<file path="src/rtl/uart_rx_pkg.sv">
// Shared encodings and constants for the 16x-oversampling UART receiver.
package uart_rx_pkg;

    typedef enum logic [2:0] {
        IDLE,
        START,
        DATA,
        STOP,
        WAIT_IDLE
    } rx_state_t;

    localparam logic [3:0] SAMP_A  = 4'd7;
    localparam logic [3:0] SAMP_B  = 4'd8;
    localparam logic [3:0] SAMP_C  = 4'd9;
    localparam logic [3:0] BIT_END = 4'd15;

    localparam int unsigned DATA_BITS = 8;

    function automatic logic majority3(input logic a, input logic b, input logic c);
        return (a & b) | (a & c) | (b & c);
    endfunction

endpackage

</file>
<file path="src/rtl/uart_rx_fifo.sv">
// Synchronous first-word-fall-through FIFO; head is valid whenever empty=0.
module uart_rx_fifo #(
    parameter int unsigned DEPTH = 4,
    parameter int unsigned AW    = 2,
    parameter int unsigned DW    = 8
) (
    input  logic          clk,
    input  logic          reset,
    input  logic          push,
    input  logic [DW-1:0] push_data,
    input  logic          pop,
    output logic [DW-1:0] head,
    output logic          full,
    output logic          empty
);

    localparam logic [AW:0] PTR_ONE = (AW+1)'(1);

    logic [DW-1:0] mem [DEPTH];
    logic [AW:0]   wr_ptr;
    logic [AW:0]   rd_ptr;
    logic          do_pop;
    logic          do_push;

    assign empty   = (wr_ptr == rd_ptr);
    assign full    = (wr_ptr[AW] != rd_ptr[AW]) && (wr_ptr[AW-1:0] == rd_ptr[AW-1:0]);
    assign do_pop  = pop && !empty;
    // A simultaneous pop frees the head slot, so a full FIFO still takes the push.
    assign do_push = push && (!full || do_pop);
    assign head    = mem[rd_ptr[AW-1:0]];

    always_ff @(posedge clk) begin
        if (reset) begin
            wr_ptr <= '0;
            rd_ptr <= '0;
            for (int unsigned i = 0; i < DEPTH; i++) begin
                mem[i] <= '0;
            end
        end else begin
            if (do_push) begin
                mem[wr_ptr[AW-1:0]] <= push_data;
                wr_ptr              <= wr_ptr + PTR_ONE;
            end
            if (do_pop) begin
                rd_ptr <= rd_ptr + PTR_ONE;
            end
        end
    end

endmodule

</file>
<file path="src/rtl/uart_rx_os16.sv">
// 8N1 UART receiver: 16x oversampling, 2-of-3 majority per bit, FWFT receive
// FIFO with edge-detected pop, sticky framing-error and overrun flags.
module uart_rx_os16
    import uart_rx_pkg::*;
#(
    parameter int unsigned FIFO_DEPTH = 4,
    parameter int unsigned FIFO_AW    = 2
) (
    input  logic       clk,
    input  logic       reset,
    input  logic       baudclk16,
    input  logic       rxd,
    output logic [7:0] data,
    output logic       ready,
    input  logic       read_strobe,
    input  logic       clear_err,
    output logic       frame_err,
    output logic       overrun
);

    rx_state_t             state;
    logic                  rxd_meta;
    logic                  rxd_sync;
    logic [3:0]            cnt;
    logic [2:0]            bit_idx;
    logic [DATA_BITS-1:0]  shreg;
    logic                  samp_a;
    logic                  samp_b;
    logic                  rs_prev;

    logic                  maj;
    logic                  pop;
    logic                  stop_decide;
    logic                  push_req;
    logic                  fe_set;
    logic                  ovr_set;
    logic                  fifo_full;
    logic                  fifo_empty;

    assign maj         = majority3(samp_a, samp_b, rxd_sync);
    assign pop         = read_strobe && !rs_prev;
    assign stop_decide = baudclk16 && (state == STOP) && (cnt == SAMP_C);
    assign push_req    = stop_decide && maj;
    assign fe_set      = stop_decide && !maj;
    assign ovr_set     = push_req && fifo_full && !pop;
    assign ready       = !fifo_empty;

    uart_rx_fifo #(
        .DEPTH (FIFO_DEPTH),
        .AW    (FIFO_AW),
        .DW    (DATA_BITS)
    ) u_fifo (
        .clk       (clk),
        .reset     (reset),
        .push      (push_req),
        .push_data (shreg),
        .pop       (pop),
        .head      (data),
        .full      (fifo_full),
        .empty     (fifo_empty)
    );

    always_ff @(posedge clk) begin
        if (reset) begin
            state     <= IDLE;
            rxd_meta  <= 1'b1;
            rxd_sync  <= 1'b1;
            cnt       <= '0;
            bit_idx   <= '0;
            shreg     <= '0;
            samp_a    <= 1'b1;
            samp_b    <= 1'b1;
            rs_prev   <= 1'b0;
            frame_err <= 1'b0;
            overrun   <= 1'b0;
        end else begin
            rxd_meta <= rxd;
            rxd_sync <= rxd_meta;
            rs_prev  <= read_strobe;

            // Set events take priority over a coincident clear.
            if (fe_set)         frame_err <= 1'b1;
            else if (clear_err) frame_err <= 1'b0;
            if (ovr_set)        overrun   <= 1'b1;
            else if (clear_err) overrun   <= 1'b0;

            if (baudclk16) begin
                if (cnt == SAMP_A) samp_a <= rxd_sync;
                if (cnt == SAMP_B) samp_b <= rxd_sync;

                case (state)
                    IDLE: begin
                        cnt <= '0;
                        if (!rxd_sync) state <= START;
                    end
                    START: begin
                        cnt <= cnt + 4'd1;
                        if (cnt == SAMP_C && maj) begin
                            state <= IDLE;
                            cnt   <= '0;
                        end else if (cnt == BIT_END) begin
                            state   <= DATA;
                            bit_idx <= '0;
                        end
                    end
                    DATA: begin
                        cnt <= cnt + 4'd1;
                        if (cnt == SAMP_C) shreg <= {maj, shreg[DATA_BITS-1:1]};
                        if (cnt == BIT_END) begin
                            if (bit_idx == 3'(DATA_BITS - 1)) state <= STOP;
                            else                               bit_idx <= bit_idx + 3'd1;
                        end
                    end
                    STOP: begin
                        cnt <= cnt + 4'd1;
                        // Leave mid-stop-bit so the next start edge is not missed.
                        if (cnt == SAMP_C) begin
                            cnt   <= '0;
                            state <= maj ? IDLE : WAIT_IDLE;
                        end
                    end
                    WAIT_IDLE: begin
                        cnt <= '0;
                        if (rxd_sync) state <= IDLE;
                    end
                    default: state <= IDLE;
                endcase
            end
        end
    end

endmodule

</file>
<file path="config.mk">
export PLATFORM = sky130hd
export DESIGN_NAME = uart_rx_os16
export DESIGN_NICKNAME = d
export VERILOG_FILES = /design/src/rtl/uart_rx_pkg.sv /design/src/rtl/uart_rx_fifo.sv /design/src/rtl/uart_rx_os16.sv
export SDC_FILE = /design/constraint.sdc
export NUM_CORES = 1
export LEC_CHECK = 0
export ABC_AREA = 1
export CAP_MARGIN = 20
export CORE_MARGIN = 10
export CORE_UTILIZATION = 60
export CTS_CLUSTER_SIZE = 40
export DETAILED_ROUTE_END_ITERATION = 7
export GPL_TIMING_DRIVEN = 1
export MAX_ROUTING_LAYER = met4
export PLACE_DENSITY = 0.86
export RECOVER_POWER = 100
export SYNTH_ARGS = -nofsm -noshare
export SYNTH_HDL_FRONTEND = slang
export SYNTH_HIERARCHICAL = 1
export SYNTH_SLANG_ARGS = --single-unit
</file>
<file path="constraint.sdc">
create_clock -name clk -period 6.77 [get_ports clk]
set_input_delay 1.6925 -clock clk [delete_from_list [all_inputs] [get_ports clk]]
set_output_delay 1.6925 -clock clk [all_outputs]
set_load 0.03 [all_outputs]
</file>
# [Word level (Yosys, flattened, before mapping)]
# Memory sizes are Yosys's and may differ from the RTL's. A register that Yosys moved wholly into a read port is not among the register bits.
# Cells that the tools add are included.
[word_totals] register_bits=31 mem_bits_rw=32 input_bits=6 output_inout_bits=11 word_cells=104 n_memories=1
[classes] n_addsub=4 eq_ne=21 n_mux=30 n_bitwise=5 reduce_logical=30
[mem_list] memory="u_fifo.mem" depth=4 word_bits=8 read_ports=1 rd_clocked_by_memory_dff=1 write_ports=4 line_no="uart_rx_fifo.sv:19" text="logic [DW-1:0] mem [DEPTH];"
[op_table] op="$mux W3" count=12
[op_table] op="$pmux W4 S4" count=1
[op_table] op="$pmux W3 S5" count=1
[op_table] op="$ne A2 B2 Y1 const B" count=7
[op_table] op="$eq A4 B4 Y1 const B" count=3
[op_table] op="$logic_and A1 B1 Y1" count=11
[op_table] op="$add A3 B1 Y3 const B" count=3
[op_table] op="$mux W1" count=9
[op_table] op="$mux W4" count=2
[op_table] op="$mux W8" count=1
[op_table] op="$reduce_or A8 Y1" count=1
[op_table] op="$reduce_and A7 Y1" count=1
[op_table] op="$eq A3 B2 Y1 const B" count=2
[op_table] op="$eq A3 B3 Y1 const B" count=2
[op_table] op="$mux W2" count=3
[op_table] op="$pmux W3 S2" count=1
[op_table] op="$reduce_and A2 Y1" count=3
[op_table] op="$reduce_and A6 Y1" count=1
[op_table] op="$reduce_bool A2 Y1" count=3
[op_table] op="$logic_not A1 Y1" count=5
[op_table] op="$add A4 B1 Y4 const B" count=1
[op_table] op="$eq A4 B3 Y1 const B" count=1
[op_table] op="$reduce_bool A4 Y1" count=1
[op_table] op="$and A1 B1 Y1" count=3
[op_table] op="11 further kinds" count=12

# [Depth between registers and ports, before layout]
# Gate-level depths: netlist (run 1).
[logic_depth] ltp_word=10 mapped_depth=11 depth_no_buf=11

# [Cells and area by module]
# Netlist (run 1), hierarchy kept.
[by_module_without_submodules] mod="uart_rx_fifo" n_inst=1 cells_per_inst=185 area_each_um2=1891.8 seq_area_each_um2=1121.1
[by_module_without_submodules] mod="uart_rx_os16" n_inst=1 cells_per_inst=175 area_each_um2=1246.2 seq_area_each_um2=500.5

# [Least setup slack after synthesis (run 1)]
# OpenSTA, ideal clock, no wires.
[synth_timing] path_kind="input to register" from="in read_strobe" to="mem u_fifo.mem[0][0], enable pin" setup_time_ns=0.374 t_arrival_ns=2.869 required_time_ns=6.396 slack_ns=3.527 cell_stages=7 n_path_buf=1 cell_sequence="inv_1 -> nor2_1 -> inv_1 -> nand4_4 -> nand4_4 -> buf_6 -> o21ai_1"
[synth_lines] item="start: declaration" line_no="uart_rx_os16.sv:15" text="input logic read_strobe,"
[synth_lines] item="end: declaration" line_no="uart_rx_fifo.sv:19"

==> flow_summary_export.csv, run 1 <==
group,metric,value,unit
synthesis,yosys_register_bits,65,
layout,post_route_cells_drive_above_1_share,10.2,%
layout,synthToLayoutAreaGrowth,10.9,%
floorplan,core-area,5070,um2
floorplan,die_height,92.3,um
floorplan,die-area,8520,um2
worst_hold_path,holdPathEnd,"rxd_sync",
worst_setup_path,cp_data_required_time,6.73,ns
synthesis,synthDominantAreaCellType,"sky130_fd_sc_hd__edfxtp_1",
grt,grt_max_degree,21,
synthesis,synth_enable_flop_cells,32,
timing,finalHoldViolCount,0,
route,route.detailed.vias_per_inst,5.21,
synthesis,synthesis.area_per_instance,8.72,um2
worst_hold_path,hold-path-cell-count,1,
grt,grt_pass1_vias,2274,
outcome,status,"completed",
timing,worst_slew_pin_slew,1.12,ns
worst_setup_path,setup.worst_path.end_class,"flop",
grt,met2_routing_resource_usage_after_global_routing,27.3,%
timing,setup_tns,0,ns
timing,final.setup_skew,0.00897,ns
floorplan,start_util,61.8,%
floorplan,boundaryPins,17,
floorplan,fp-row-count,26,
placement,place_congestion,0.926,
synthesis,synth_fp_nets,373,
worst_setup_path,start_kind,"primary input",
pwr,max-vdd-ir-drop,0.191,mV
route,drt_drc_violations_left,0,
route,via_count,2365,
timing,hold-worst-slack,0.418,ns
placement,hpwlAfterDp,4.72,mm
layout,nNetsFinal,392,
job,max_cap_violations,0,
worst_setup_path,critPathArrivalTime,4.88,ns
synthesis,netlist-cell-type-count,38,
clock_network,cts_buffers,9,
synthesis,post_synthesis_cell_count,360,
timing,timing.final.setup_violations,0,
grt,grt_pass1_wl,10.3,mm
worst_setup_path,path_class,"primary input to flop",
pwr,standby_leakage_power,1.40,nW
grt,fraction_of_met1_tracks_used_by_global_routing,15.5,%
pwr,powerDensity,249,nW/um2
worst_setup_path,r2r_end,"u_fifo/mem[0][1]",
clock_network,worst_skew_pair.late_latency,0.35,ns
synthesis,synth.top_cells.by_area,"sky130_fd_sc_hd__edfxtp_1 (31%), sky130_fd_sc_hd__dfxtp_1 (21%), sky130_fd_sc_hd__nor2_1 (7.9%)",
synthesis,yosysSeqAreaShare,51.7,%
worst_setup_path,critPathMaxFanout,20,
clock_network,cts-resized-gates,0,
worst_setup_path,r2r.worst_path.cells,8,
grt,top_usage_layer,"met2",
worst_setup_path,setup.reg_to_reg.worst_slack,3.14,ns
clock_network,clock_edge_transition_at_the_registers_on_the_reported_setup_and_hold_paths,0.07,ns
timing,fmax,203,MHz
clock_network,clock-sinks,65,
timing,grt_setup_unrepaired,"false",
clock_network,cts_tree,"done",
clock_network,cts_htree_levels,3,
synthesis,synth.top_cell.area_share,30.6,%
synthesis,yosysWarnings,6,
clock_network,ctsRootBufferMaster,"sky130_fd_sc_hd__clkbuf_8",
placement,buffer_ports.inserted,16,
timing,fin_max_slew_vios,0,
clock_network,clock_tree.buffer_depth,2,
floorplan,die_w,92.3,um
route,drtIter0Drc,144,
worst_hold_path,hold_start,"rxd_meta",
worst_setup_path,reg_to_reg_start,"cnt[1]",
clock_network,holdBufCountCts,0,
route,drt-wirelength-per-cell,13.6,um
layout,post-route-util,68.6,%
grt,global_route.usage.met3,4.68,%
synthesis,postSynth.asyncResetShare,0,%
synthesis,post_synth_design_cell_area,3140,um2
synthesis,synth-main-ff-cell,"sky130_fd_sc_hd__dfxtp_1",
grt,globalRouteOverflowTotal,0,
synthesis,synth_top_cells_by_count,"sky130_fd_sc_hd__nor2_1 (66), sky130_fd_sc_hd__nand2_1 (51), sky130_fd_sc_hd__inv_1 (36)",
layout,number_of_fill_cells,431,
timing,post-route-period-util,72.6,%
clock_network,post-cts-setup-buffers,0,
grt,grt_antenna_before_repair,0,
worst_hold_path,class_of_the_most_critical_hold_timing_path,"flop to flop",
route,detail-route-antenna-nets,0,
grt,track_usage,15.6,%
timing,final_period_minus_worst_setup_slack,4.91,ns
route,first_pass_iters,4,
timing,relSlewSlack,24.5,%
route,detail_route.wirelength,6.18,mm
layout,ant_diodes,0,
synthesis,yosysMostFrequentCell,"sky130_fd_sc_hd__nor2_1",
==> where the power goes <==
part / total (W) / switching [W] / internal, W
logic: 0.000105 / 0.0000672 / 0.0000377
registers: 0.000449 / 0.0000160 / 0.000433
clock network: 0.000312 / 0.000142 / 0.000169
==> worst max-delay path, cell delays in order <==
cell and delay, ns:
sky130_fd_sc_hd__dlygate4sd3_1 0.68, sky130_fd_sc_hd__inv_1 0.11, sky130_fd_sc_hd__nor3_1 0.63, sky130_fd_sc_hd__nand4_1 0.70, sky130_fd_sc_hd__o21ai_0 1.07
==> registers in the layout, indices dropped and copies added (netlist names), 3 cells and up, named ones only <==
register	cells
cnt	4
u_fifo/rd_ptr	3
bit_idx	3
u_fifo/wr_ptr	3
shreg	8
u_fifo/mem	32
state	3
==> per-layer routing <==
metal	routed length [um]	vias to the layer above
met3	293	18
met1	2560	1069
met4	139	0
met5	0	-
li1	-	1230
met2	3190	48
==> cells in the final DEF (no fill, tap or decap), drive strengths merged <==
| cell type | netlist | layout |
|---|---|---|
| o311ai | 2 | 2 |
| nor3 | 27 | 27 |
| inv | 42 | 41 |
| nand4 | 4 | 4 |
| nand3 | 12 | 12 |
| clkinvlp | 0 | 1 |
| or2 | 4 | 4 |
| dlygate4sd3 | 0 | 14 |
| nand2 | 60 | 60 |
| xnor2 | 1 | 1 |
| and2 | 1 | 1 |
| clkbuf | 4 | 11 |
| nor2 | 71 | 71 |
| dfxtp | 33 | 33 |
| xor2 | 4 | 4 |
| a21oi | 6 | 6 |
| o22ai | 8 | 8 |
| nand3b | 1 | 1 |
| o21ai | 36 | 36 |
| clkdlybuf4s50 | 0 | 2 |
| ha | 7 | 7 |
| edfxtp | 32 | 32 |
| clkinv | 1 | 5 |
| bufinv | 0 | 1 |
==> kinds of logic after synthesis <==
| logic type | after synthesis | share of synthesized area (%) |
|---|---|---|
| buf+inv | 51 | 6.86 |
| fa+ha+maj | 7 | 2.79 |
| xor+xnor | 5 | 1.63 |
| simple gates | 180 | 27.6 |
| flops | 65 | 51.7 |
| compound gates | 52 | 9.45 |
==> stage by stage <==
stage	std cells	cell area, um2	power, W	worst slack (ns)
floorplan	360	3140	0.000538	3.53
global placement	438	3330	0.000559	2.74
detailed placement	438	3330	0.000565	2.62
CTS	454	3520	0.000876	2.67
global route	454	3480	0.000908	1.45
finish	454	3480	0.000866	1.86
==> area by class of cell <==
class | instances | area [um2] | share of cell area (%)
clock buffer | 11 | 131 | 3.78
tap | 70 | 87.6 | 2.52
multi-input combinational | 244 | 1260 | 36.2
sequential | 65 | 1620 | 46.6
timing repair buffer | 16 | 160 | 4.60
inverter | 43 | 161 | 4.64
clock inverter | 5 | 56.3 | 1.62
==> how the worst max path moves through the flow <==
stage | from | to | slack [ns] | cells past startpoint
2_1_floorplan | read_strobe | u_fifo/mem[0][0] | 3.53 | 7
3_3_place_gp | reset | u_fifo/mem[3][0] | 2.74 | 5
3_5_place_dp | baudclk16 | u_fifo/mem[2][6] | 2.62 | 5
4_1_cts | u_fifo/wr_ptr[1] | ready | 2.67 | 8
5_1_grt | baudclk16 | u_fifo/mem[2][1] | 1.45 | 5
6_report | baudclk16 | u_fifo/mem[0][1] | 1.86 | 5
Power figures use the tool's default switching activity.
==> inputs of run 2 (changes only) <==
--- a/config.mk
+++ b/config.mk
@@ -8,12 +8,12 @@
 export ABC_AREA = 1
 export CAP_MARGIN = 20
 export CORE_MARGIN = 10
-export CORE_UTILIZATION = 60
+export CORE_UTILIZATION = 59
 export CTS_CLUSTER_SIZE = 40
 export DETAILED_ROUTE_END_ITERATION = 7
 export GPL_TIMING_DRIVEN = 1
 export MAX_ROUTING_LAYER = met4
-export PLACE_DENSITY = 0.86
+export PLACE_DENSITY = 0.85
 export RECOVER_POWER = 100
 export SYNTH_ARGS = -nofsm -noshare
 export SYNTH_HDL_FRONTEND = slang
==> constraint.sdc (replaced) <==
create_clock -name clk -period 4.9 [get_ports clk]
set_input_delay 1.225 -clock clk [delete_from_list [all_inputs] [get_ports clk]]
set_output_delay 1.225 -clock clk [all_outputs]
set_load 0.03 [all_outputs]
==> flow_summary_export.csv, run 2 (synthesis results as in run 1) <==
group,metric,value,unit
clock_network,cts_tree,"done",
worst_setup_path,path_class,"primary input to flop",
worst_setup_path,setup.reg_to_reg.worst_slack,1.64,ns
worst_setup_path,slowest_stage,"sky130_fd_sc_hd__o21ai_0",
worst_setup_path,cp_data_required_time,4.86,ns
route,drtIter0Drc,154,
route,drt-wirelength-per-cell,13.9,um
pwr,powerDensity,344,nW/um2
outcome,status,"completed",
route,detail_route.wirelength,6.30,mm
layout,largest_reg_flops,32,
clock_network,worst_skew_pair.late_latency,0.33,ns
clock_network,clock_edge_transition_at_the_registers_on_the_reported_setup_and_hold_paths,0.06,ns
layout,registers_with_the_most_flip_flops,"u_fifo/mem x32, shreg x8, cnt x4",
timing,post-route-period-util,83.5,%
clock_network,clock_tree.buffer_depth,2,
worst_setup_path,setup.worst_path.end_class,"flop",
worst_setup_path,start_kind,"primary input",
timing,final_period_minus_worst_setup_slack,4.09,ns
grt,grt_antenna_before_repair,0,
layout,layout_common_cells,"sky130_fd_sc_hd__nor2_1 (66), sky130_fd_sc_hd__nand2_1 (52), sky130_fd_sc_hd__inv_1 (38), sky130_fd_sc_hd__dfxtp_1 (33), sky130_fd_sc_hd__edfxtp_1 (32)",
timing,worst_slew_pin_slew,0.971,ns
timing,finalHoldViolCount,0,
route,drt_drc_violations_left,0,
clock_network,cts-resized-gates,0,
floorplan,boundaryPins,17,
job,max_cap_violations,0,
worst_setup_path,highest_cell_delay_on_the_worst_timing_path,0.86,ns
route,first_pass_iters,4,
layout,ant_diodes,0,
clock_network,ctsRootBufferMaster,"sky130_fd_sc_hd__clkbuf_8",
layout,fin_area,3500,um2
clock_network,post-cts-setup-buffers,0,
placement,placed_area,3330,um2
timing,relSlewSlack,34.8,%
floorplan,fp-row-count,26,
clock_network,clock-sinks,65,
pwr,standby_leakage_power,1.41,nW
placement,place_congestion,0.919,
floorplan,core-area,5140,um2
layout,nNetsFinal,392,
layout,top_register,"u_fifo/mem",
layout,synthToLayoutAreaGrowth,11.4,%
route,detail-route-antenna-nets,0,
floorplan,die_height,92.9,um
layout,post_route_cells_drive_above_1_share,10.4,%
timing,fin_max_slew_vios,0,
layout,post-route-util,68.0,%
placement,hpwlAfterDp,4.67,mm
timing,grt_setup_unrepaired,"false",
worst_setup_path,critPathArrivalTime,4.05,ns
clock_network,cts_buffers,9,
timing,fmax,244,MHz
grt,globalRouteOverflowTotal,0,
timing,final.setup_skew,0.00521,ns
floorplan,start_util,61.1,%
worst_hold_path,class_of_the_most_critical_hold_timing_path,"flop to flop",
grt,grt_pass1_wl,10.6,mm
timing,setup_tns,0,ns
layout,mostFrequentLayoutCell,"sky130_fd_sc_hd__nor2_1",
worst_setup_path,cp_cell_sequence,"dlygate4sd3_1 > inv_1 > nor3_1 > nand4_4 > o21ai_0",
grt,grt_max_degree,21,
route,via_count,2377,
grt,grt_pass1_vias,2377,
layout,number_of_fill_cells,417,
floorplan,die-area,8640,um2
grt,track_usage,15.8,%
route,route.detailed.vias_per_inst,5.24,
worst_setup_path,critPathMaxFanout,20,
pwr,max-vdd-ir-drop,0.226,mV
clock_network,cts_htree_levels,3,
timing,timing.final.setup_violations,0,
floorplan,die_w,92.9,um
clock_network,holdBufCountCts,0,
placement,buffer_ports.inserted,16,
[run 2: path summary, 6_finish.rpt]
kind                            startpoint          endpoint  depth (start not counted)
worst min-delay path              rxd_meta          rxd_sync                          1
worst max register to register      cnt[1]  u_fifo/mem[2][5]                          8
worst min register to register    rxd_meta          rxd_sync                          1
worst max-delay path             baudclk16  u_fifo/mem[2][5]                          5
[run 2: through the flow]
stage	total power [W]	hold WS, ns	cells	worst slack, ns
6_report	0.00120	0.416	454	0.809
5_1_grt	0.00126	0.432	454	0.557
4_1_cts	0.00121	0.423	454	1.23
3_5_place_dp	0.000782	0.402	438	1.22
3_3_place_gp	0.000772	0.394	438	1.34
2_1_floorplan	0.000743	0.389	360	2.12
[run 2: final cells by class]
cell class | count | area [um2] | area share [%]
inverter | 43 | 161 | 4.62
clock buffer | 12 | 145 | 4.15
sequential | 65 | 1620 | 46.4
tap | 70 | 87.6 | 2.51
clock inverter | 4 | 43.8 | 1.25
timing repair buffer | 16 | 160 | 4.58
multi-input combinational | 244 | 1280 | 36.5
[run 2: worst max-delay path: cells and delay by family]
kind | cells | cell delay [ns]
buffers and inverters | 2 | 0.77
AND/OR/NAND/NOR | 2 | 1.19
AO/OA/AOI/OAI | 1 | 0.86
[run 2: where the power goes]
part / leakage, nW / switching [W] / internal, W
clock: 0.0978 / 0.000188 / 0.000246
combinational: 0.713 / 0.0000936 / 0.0000522
sequential: 0.598 / 0.0000226 / 0.000599
[run 2: per-layer routing]
| layer | global-route usage [%] | routed length, um | up-vias | part of all wire (%) |
|---|---|---|---|---|
| li1 | - | - | 1226 | - |
| met4 | 7.20 | 123 | 0 | 2.0 |
| met5 | - | 0 | - | 0 |
| met1 | 16.3 | 2690 | 1084 | 43 |
| met3 | 4.28 | 279 | 14 | 4.4 |
| met2 | 27.6 | 3210 | 53 | 51 |
